File: src/rtl/axi_to_mem_pkg.sv
// rtl/axi_to_mem_pkg.sv - shared encodings and FSM state type for the AXI-to-memory bridge
//
// Purpose: AXI burst and response encodings plus the bridge FSM state enum.
// Ports:   none (package).
package axi_to_mem_pkg;

  localparam logic [1:0] BURST_FIXED = 2'b00;
  localparam logic [1:0] BURST_INCR  = 2'b01;
  localparam logic [1:0] BURST_WRAP  = 2'b10;

  localparam logic [1:0] RESP_OKAY   = 2'b00;

  typedef enum logic [2:0] {
    ST_IDLE,
    ST_WRITE,
    ST_SEND_B,
    ST_READ_ADDR,
    ST_READ_DATA
  } state_t;

endpackage

File: src/rtl/axi_burst_next_addr.sv
// rtl/axi_burst_next_addr.sv - combinational AXI next-beat address generator
//
// Purpose: given the current beat address and the burst attributes, produce
//          the address of the following beat.
// Ports:
//   addr      in  ADDR_WIDTH  current beat byte address
//   len       in  8           AXI burst length (beats - 1)
//   size      in  3           log2 of bytes per beat
//   burst     in  2           FIXED / INCR / WRAP (reserved behaves as INCR)
//   next_addr out ADDR_WIDTH  address of the next beat
module axi_burst_next_addr
  import axi_to_mem_pkg::*;
#(
  parameter int ADDR_WIDTH = 32
) (
  input  logic [ADDR_WIDTH-1:0] addr,
  input  logic [7:0]            len,
  input  logic [2:0]            size,
  input  logic [1:0]            burst,
  output logic [ADDR_WIDTH-1:0] next_addr
);

  logic [ADDR_WIDTH-1:0] step;
  logic [ADDR_WIDTH-1:0] incr_addr;
  logic [ADDR_WIDTH-1:0] wrap_mask;

  always_comb begin
    step      = ADDR_WIDTH'(1) << size;
    incr_addr = addr + step;
    // Window of (len+1) beats; bits inside the mask wrap, bits above it are kept.
    wrap_mask = ((ADDR_WIDTH'(len) + ADDR_WIDTH'(1)) << size) - ADDR_WIDTH'(1);

    case (burst)
      BURST_FIXED: next_addr = addr;
      BURST_WRAP:  next_addr = (addr & ~wrap_mask) | (incr_addr & wrap_mask);
      default:     next_addr = incr_addr;
    endcase
  end

endmodule

File: src/rtl/axi_to_mem_bridge.sv
// rtl/axi_to_mem_bridge.sv - AXI4 slave turning bursts into single-beat memory accesses
//
// Purpose: accepts one AXI read or write burst at a time and issues one memory
//          access per beat on a simple synchronous port with 1-cycle read latency.
// Ports:
//   clk, rst_n                      clock, synchronous active-low reset
//   aw_* / aw_ready                 AXI write-address channel
//   ar_* / ar_ready                 AXI read-address channel
//   w_data/w_strb/w_last/w_valid    AXI write-data channel, w_ready out
//   b_id/b_resp/b_valid, b_ready    AXI write response
//   r_id/r_data/r_resp/r_last/r_valid, r_ready   AXI read data
//   req_o/we_o/addr_o/be_o/data_o   memory request port
//   data_i                          memory read data, valid the cycle after the address
module axi_to_mem_bridge
  import axi_to_mem_pkg::*;
#(
  parameter int ID_WIDTH   = 1,
  parameter int ADDR_WIDTH = 32,
  parameter int DATA_WIDTH = 64
) (
  input  logic                    clk,
  input  logic                    rst_n,

  input  logic [ID_WIDTH-1:0]     aw_id,
  input  logic [ADDR_WIDTH-1:0]   aw_addr,
  input  logic [7:0]              aw_len,
  input  logic [2:0]              aw_size,
  input  logic [1:0]              aw_burst,
  input  logic                    aw_valid,
  output logic                    aw_ready,

  input  logic [ID_WIDTH-1:0]     ar_id,
  input  logic [ADDR_WIDTH-1:0]   ar_addr,
  input  logic [7:0]              ar_len,
  input  logic [2:0]              ar_size,
  input  logic [1:0]              ar_burst,
  input  logic                    ar_valid,
  output logic                    ar_ready,

  input  logic [DATA_WIDTH-1:0]   w_data,
  input  logic [DATA_WIDTH/8-1:0] w_strb,
  input  logic                    w_last,
  input  logic                    w_valid,
  output logic                    w_ready,

  output logic [ID_WIDTH-1:0]     b_id,
  output logic [1:0]              b_resp,
  output logic                    b_valid,
  input  logic                    b_ready,

  output logic [ID_WIDTH-1:0]     r_id,
  output logic [DATA_WIDTH-1:0]   r_data,
  output logic [1:0]              r_resp,
  output logic                    r_last,
  output logic                    r_valid,
  input  logic                    r_ready,

  output logic                    req_o,
  output logic                    we_o,
  output logic [ADDR_WIDTH-1:0]   addr_o,
  output logic [DATA_WIDTH/8-1:0] be_o,
  output logic [DATA_WIDTH-1:0]   data_o,
  input  logic [DATA_WIDTH-1:0]   data_i
);

  localparam int STRB_WIDTH = DATA_WIDTH / 8;

  state_t                state_q, state_d;
  logic [ID_WIDTH-1:0]   id_q;
  logic [ADDR_WIDTH-1:0] addr_q;
  logic [ADDR_WIDTH-1:0] last_addr_q;
  logic [ADDR_WIDTH-1:0] next_addr;
  logic [7:0]            len_q;
  logic [7:0]            cnt_q;
  logic [2:0]            size_q;
  logic [1:0]            burst_q;
  logic [DATA_WIDTH-1:0] r_data_q;
  logic                  rd_first_q;
  logic                  last_beat;
  logic                  write_beat;

  // Termination is by beat count, so w_last carries no information here.
  logic unused_w_last;
  assign unused_w_last = w_last;

  assign last_beat  = (cnt_q == len_q);
  assign write_beat = w_ready && w_valid;

  axi_burst_next_addr #(
    .ADDR_WIDTH (ADDR_WIDTH)
  ) u_next_addr (
    .addr      (addr_q),
    .len       (len_q),
    .size      (size_q),
    .burst     (burst_q),
    .next_addr (next_addr)
  );

  // State register.
  always_ff @(posedge clk) begin
    if (!rst_n) state_q <= ST_IDLE;
    else        state_q <= state_d;
  end

  // Next-state logic.
  always_comb begin
    state_d = state_q;
    case (state_q)
      ST_IDLE: begin
        if (aw_valid)      state_d = ST_WRITE;
        else if (ar_valid) state_d = ST_READ_ADDR;
      end
      ST_WRITE:     if (w_valid && last_beat) state_d = ST_SEND_B;
      ST_SEND_B:    if (b_ready) state_d = ST_IDLE;
      ST_READ_ADDR: state_d = ST_READ_DATA;
      ST_READ_DATA: if (r_ready) state_d = last_beat ? ST_IDLE : ST_READ_ADDR;
      default:      state_d = ST_IDLE;
    endcase
  end

  // Outputs. Handshake/strobe outputs are forced low while rst_n is held low.
  always_comb begin
    aw_ready = 1'b0;
    ar_ready = 1'b0;
    w_ready  = 1'b0;
    b_valid  = 1'b0;
    r_valid  = 1'b0;
    r_last   = 1'b0;
    req_o    = 1'b0;
    we_o     = 1'b0;
    if (rst_n) begin
      case (state_q)
        ST_IDLE: begin
          aw_ready = 1'b1;
          ar_ready = !aw_valid;
        end
        ST_WRITE: begin
          w_ready = 1'b1;
          req_o   = w_valid;
          we_o    = w_valid;
        end
        ST_SEND_B:    b_valid = 1'b1;
        ST_READ_ADDR: req_o   = 1'b1;
        ST_READ_DATA: begin
          r_valid = 1'b1;
          r_last  = last_beat;
        end
        default: ;
      endcase
    end
  end

  assign b_resp = RESP_OKAY;
  assign r_resp = RESP_OKAY;
  assign b_id   = rst_n ? id_q : '0;
  assign r_id   = rst_n ? id_q : '0;
  assign data_o = w_data;
  assign be_o   = write_beat ? w_strb : {STRB_WIDTH{1'b1}};
  // Between beats the port shows the address of the most recent access.
  assign addr_o = req_o ? addr_q : last_addr_q;
  // First READ_DATA cycle forwards the memory directly; afterwards the held copy.
  assign r_data = !rst_n ? '0 : (rd_first_q ? data_i : r_data_q);

  // Burst bookkeeping and read-data holding register.
  always_ff @(posedge clk) begin
    if (!rst_n) begin
      id_q        <= '0;
      addr_q      <= '0;
      last_addr_q <= '0;
      len_q       <= '0;
      cnt_q       <= '0;
      size_q      <= '0;
      burst_q     <= '0;
      r_data_q    <= '0;
      rd_first_q  <= 1'b0;
    end else begin
      rd_first_q <= (state_q == ST_READ_ADDR);
      if (rd_first_q) r_data_q <= data_i;
      if (req_o) last_addr_q <= addr_q;

      case (state_q)
        ST_IDLE: begin
          if (aw_valid) begin
            id_q    <= aw_id;
            addr_q  <= aw_addr;
            len_q   <= aw_len;
            size_q  <= aw_size;
            burst_q <= aw_burst;
            cnt_q   <= '0;
          end else if (ar_valid) begin
            id_q    <= ar_id;
            addr_q  <= ar_addr;
            len_q   <= ar_len;
            size_q  <= ar_size;
            burst_q <= ar_burst;
            cnt_q   <= '0;
          end
        end
        ST_WRITE: begin
          if (w_valid) begin
            addr_q <= next_addr;
            cnt_q  <= cnt_q + 8'd1;
          end
        end
        ST_READ_DATA: begin
          if (r_ready && !last_beat) begin
            addr_q <= next_addr;
            cnt_q  <= cnt_q + 8'd1;
          end
        end
        default: ;
      endcase
    end
  end

endmodule

File: config.mk
export PLATFORM = sky130hd
export DESIGN_NAME = axi_to_mem_bridge
export DESIGN_NICKNAME = d
export VERILOG_FILES = /design/src/rtl/axi_to_mem_pkg.sv /design/src/rtl/axi_burst_next_addr.sv /design/src/rtl/axi_to_mem_bridge.sv
export SDC_FILE = /design/constraint.sdc
export NUM_CORES = 1
export LEC_CHECK = 0
export BUFFER_PORTS_ARGS = -buffer_cell sky130_fd_sc_hd__buf_2
export CAP_MARGIN = 10
export CELL_PAD_IN_SITES_DETAIL_PLACEMENT = 0
export CELL_PAD_IN_SITES_GLOBAL_PLACEMENT = 1
export CORE_UTILIZATION = 37
export DETAILED_ROUTE_END_ITERATION = 12
export PLACE_DENSITY = 0.95
export SYNTH_ARGS = -nofsm -noshare
export SYNTH_HDL_FRONTEND = slang
export SYNTH_SLANG_ARGS = --single-unit
export TNS_END_PERCENT = 50
File: constraint.sdc
create_clock -name clk -period 10.5 [get_ports clk]
set_input_delay 1.05 -clock clk [delete_from_list [all_inputs] [get_ports clk]]
set_output_delay 1.05 -clock clk [all_outputs]
set_load 0.01 [all_outputs]
==> run_results.csv <==
group,metric,value,unit
clock_tree,cts_tree,"yes",
timing,rsz0062_at_grt,"false",
drt,routed_wl,28990,um
drt,antenna_left,0,
placed_design,post_dp_cell_area,10690,um^2
clock_tree,worstSkewPairLatency,440,ps
global_routing,grt_max_degree,72,
drt,routedWlPerCell,17.40,um
worst_setup_path,worst_path_max_delay_cell,"nor2_4",
yosys,synth_top_cell_by_area,"dfxtp_1",
placed_design,dp_cells,1633,
final_layout,drive_gt1_share,28.89,%
clock_tree,root_buffer,"clkbuf_16",
placed_design,routabilityCongestion,0.9042,
timing,min_period,4591,ps
global_routing,grt_pass1_vias,8423,
floorplan,die_y,162.5,um
worst_setup_path,cp-end-kind,"output port",
yosys,synth_top_area_share,32.33,%
yosys,synth_edf_count,0,
final_layout,nets,1572,
yosys,syn_avg_cell_area,8.306,um^2
pwr,ir_worst_vdd,0.1099,mV
worst_setup_path,cp_cell_sequence,"buf_2, buf_4, nand2b_1, nor2_1, nand2_1, inv_1, nor2_4, mux2_2, buf_2",
floorplan,core.rowCount,58,
min_path,hold_class,"reg2reg",
worst_setup_path,r2r_start,"len_q[0]$_SDFFE_PN0P_",
timing,max_slew.worst_pin.slew,1126,ps
yosys,yosysSeqAreaShare,32.33,%
worst_setup_path,cpMostUsedCell,"buf_2",
floorplan,die_x,162.5,um
timing,hold_violations,0,
yosys,synth_common_cells,"dfxtp_1 (154), nor2_1 (154), mux2i_1 (117), buf_4 (71), nand2_1 (58)",
drt,route.detailed.drc,0,
worst_setup_path,critical-path-max-stage-delay,810,ps
clock_tree,cts.sink_count,154,
timing,slew_headroom,24.64,%
worst_setup_path,startpoint_type,"input pin",
yosys,synth.yosys.warnings,0,
yosys,ys_ff_latch,154,
global_routing,grt_pass1_wl,43990,um
floorplan,start_util,37.76,%
timing,period_share,43.72,%
clock_tree,cts_max_level,4,
placed_design,port_buffers,284,
yosys,syn_inst,1148,
final_layout,ff_latch_area,3087,um^2
run,drv_cap,0,
pwr,p_leak,0.005001,uW
final_layout,instances_no_fill,1666,
clock_tree,cts_buffers,17,
final_layout,n_antenna_cell,0,
final_layout,syn_to_final_growth,18.76,%
global_routing,grt_usage,21.19,%
clock_tree,cts_resized,0,
worst_setup_path,startpoint,"rst_n",
timing,finalMaxSlewViolations,0,
worst_setup_path,path_delay_family,"simple AND/OR/NAND/NOR gates",
worst_setup_path,critPathRequiredTime,9450,ps
timing,fmax,217.8,MHz
clock_tree,cts_max_path_buffers,2,
drt,vias,9079,
final_layout,utilization,44.84,%
clock_tree,cts_hold_buffers,0,
drt,drt_pre_antenna_iters,5,
floorplan,coreArea,25250,um^2
worst_setup_path,worstPathArrival,3540,ps
placed_design,dp_hpwl,21070,um
worst_setup_path,cp_num_buf_inv,4,
yosys,synthTopCellsByArea,"dfxtp_1 (32%), mux2i_1 (12%), nor2_1 (6.1%)",
drt,drt_iter0_markers,656,
outcome,status,"complete, no violations",
clock_tree,cts_setup_buffers,0,
pwr,p_per_area,235.2,nW/um^2
yosys,synth.cell_area,9535,um^2
timing,setup_viol,0,
min_path,hold_path.startpoint,"r_data_q[49]$_DFF_P_",
timing,timing.setup.tns,0,ps
floorplan,pin_count,418,
yosys,ys_types,76,
final_layout,multi_input_area,5583,um^2
drt,via_per_inst,5.450,
floorplan,design.die.area,26420,um^2
global_routing,antenna_found_initial,0,
yosys,async_flop_share,0,%
yosys,ys.flop_type,"dfxtp_1",
final_layout,fillers,2513,
global_routing,grt_remaining_overflow,0,
worst_setup_path,setup.worst_path.class,"in2out",
final_layout,design_area,11320,um^2
timing,skew,29.82,ps
clock_tree,clk_pin_slew,70,ps
worst_setup_path,critPathMaxFanout,60,
-- cell families (layout without fill, tap and decap cells) --
| group | after synthesis | count (layout) | share of synthesized area (%) |
|---|---|---|---|
| simple gates | 411 | 411 | 21.10 |
| compound gates | 231 | 231 | 17.44 |
| buf+inv | 169 | 354 | 9.592 |
| flops | 154 | 154 | 32.33 |
| mux | 142 | 142 | 15.23 |
| xor+xnor | 27 | 27 | 2.480 |
| fa+ha+maj | 13 | 13 | 1.785 |
| other cells | 1 | 4 | 0.03933 |
-- placed cells by master (no fill, tap or decap), drive strengths merged, types with 12 or more instances in the layout --
cell | netlist | final
and3 | 16 | 16
nand3 | 22 | 22
o31ai | 12 | 12
and2 | 39 | 39
nand2b | 12 | 12
buf | 94 | 297
o21ai | 34 | 34
or3 | 16 | 16
a31oi | 21 | 21
mux2i | 117 | 117
dfxtp | 154 | 154
o22ai | 13 | 13
nand4 | 15 | 15
clkbuf | 51 | 18
nand2 | 58 | 58
ha | 12 | 12
nor2 | 154 | 154
a211oi | 31 | 31
xor2 | 17 | 17
nor2b | 14 | 14
nor3 | 27 | 27
inv | 23 | 29
a21oi | 37 | 37
mux2 | 25 | 25
-- final timing paths --
path,depth (start not counted),slack (ps),to
setup / recovery,9,5910,addr_o[5]
hold / removal,2,500,r_data_q[49]$_DFF_P_
setup reg to reg,11,6140,flop
hold reg to reg,2,500,r_data_q[49]$_DFF_P_
-- stage by stage --
stage / worst slack, ps / hold slack [ps] / power [uW]
2_1_floorplan: 6861 / 466.0 / 1697
3_3_place_gp: 5956 / 481.8 / 1978
3_5_place_dp: 5884 / 486.4 / 2011
4_1_cts: 5819 / 504.7 / 2659
5_1_grt: 5695 / 536.2 / 2834
6_report: 5909 / 503.9 / 2664
-- metal layers --
metal / track usage (%) / up-vias / part of all wire, %
met5: 0 / - / 0
met4: 9.133 / 0 / 2.6
met3: 4.100 / 45 / 6.4
met2: 35.35 / 379 / 47
met1: 26.51 / 4235 / 44
li1: - / 4420 / -
-- final cells by class --
| type | instances | area share (%) |
|---|---|---|
| multi-input combinational | 828 | 49.30 |
| sequential | 154 | 27.26 |
| timing repair buffer | 298 | 13.48 |
| clock buffer | 17 | 3.756 |
| tap | 330 | 3.646 |
| clock inverter | 15 | 1.768 |
| inverter | 24 | 0.7955 |
-- worst reg2reg max path, delay by kind of cell (launching register included) --
family / cells / cell delay (ps)
compound gates: 5 / 1680
fa+ha+maj: 2 / 700
flops: 1 / 640
xor+xnor: 1 / 210
mux: 1 / 220
simple gates: 2 / 800
-- power by group --
| part | internal (uW) | switching (uW) | total (uW) |
|---|---|---|---|
| Sequential | 679 | 131 | 810 |
| Clock | 345 | 295 | 641 |
| Combinational | 460 | 754 | 1210 |
Power figures use the tool's default switching activity.
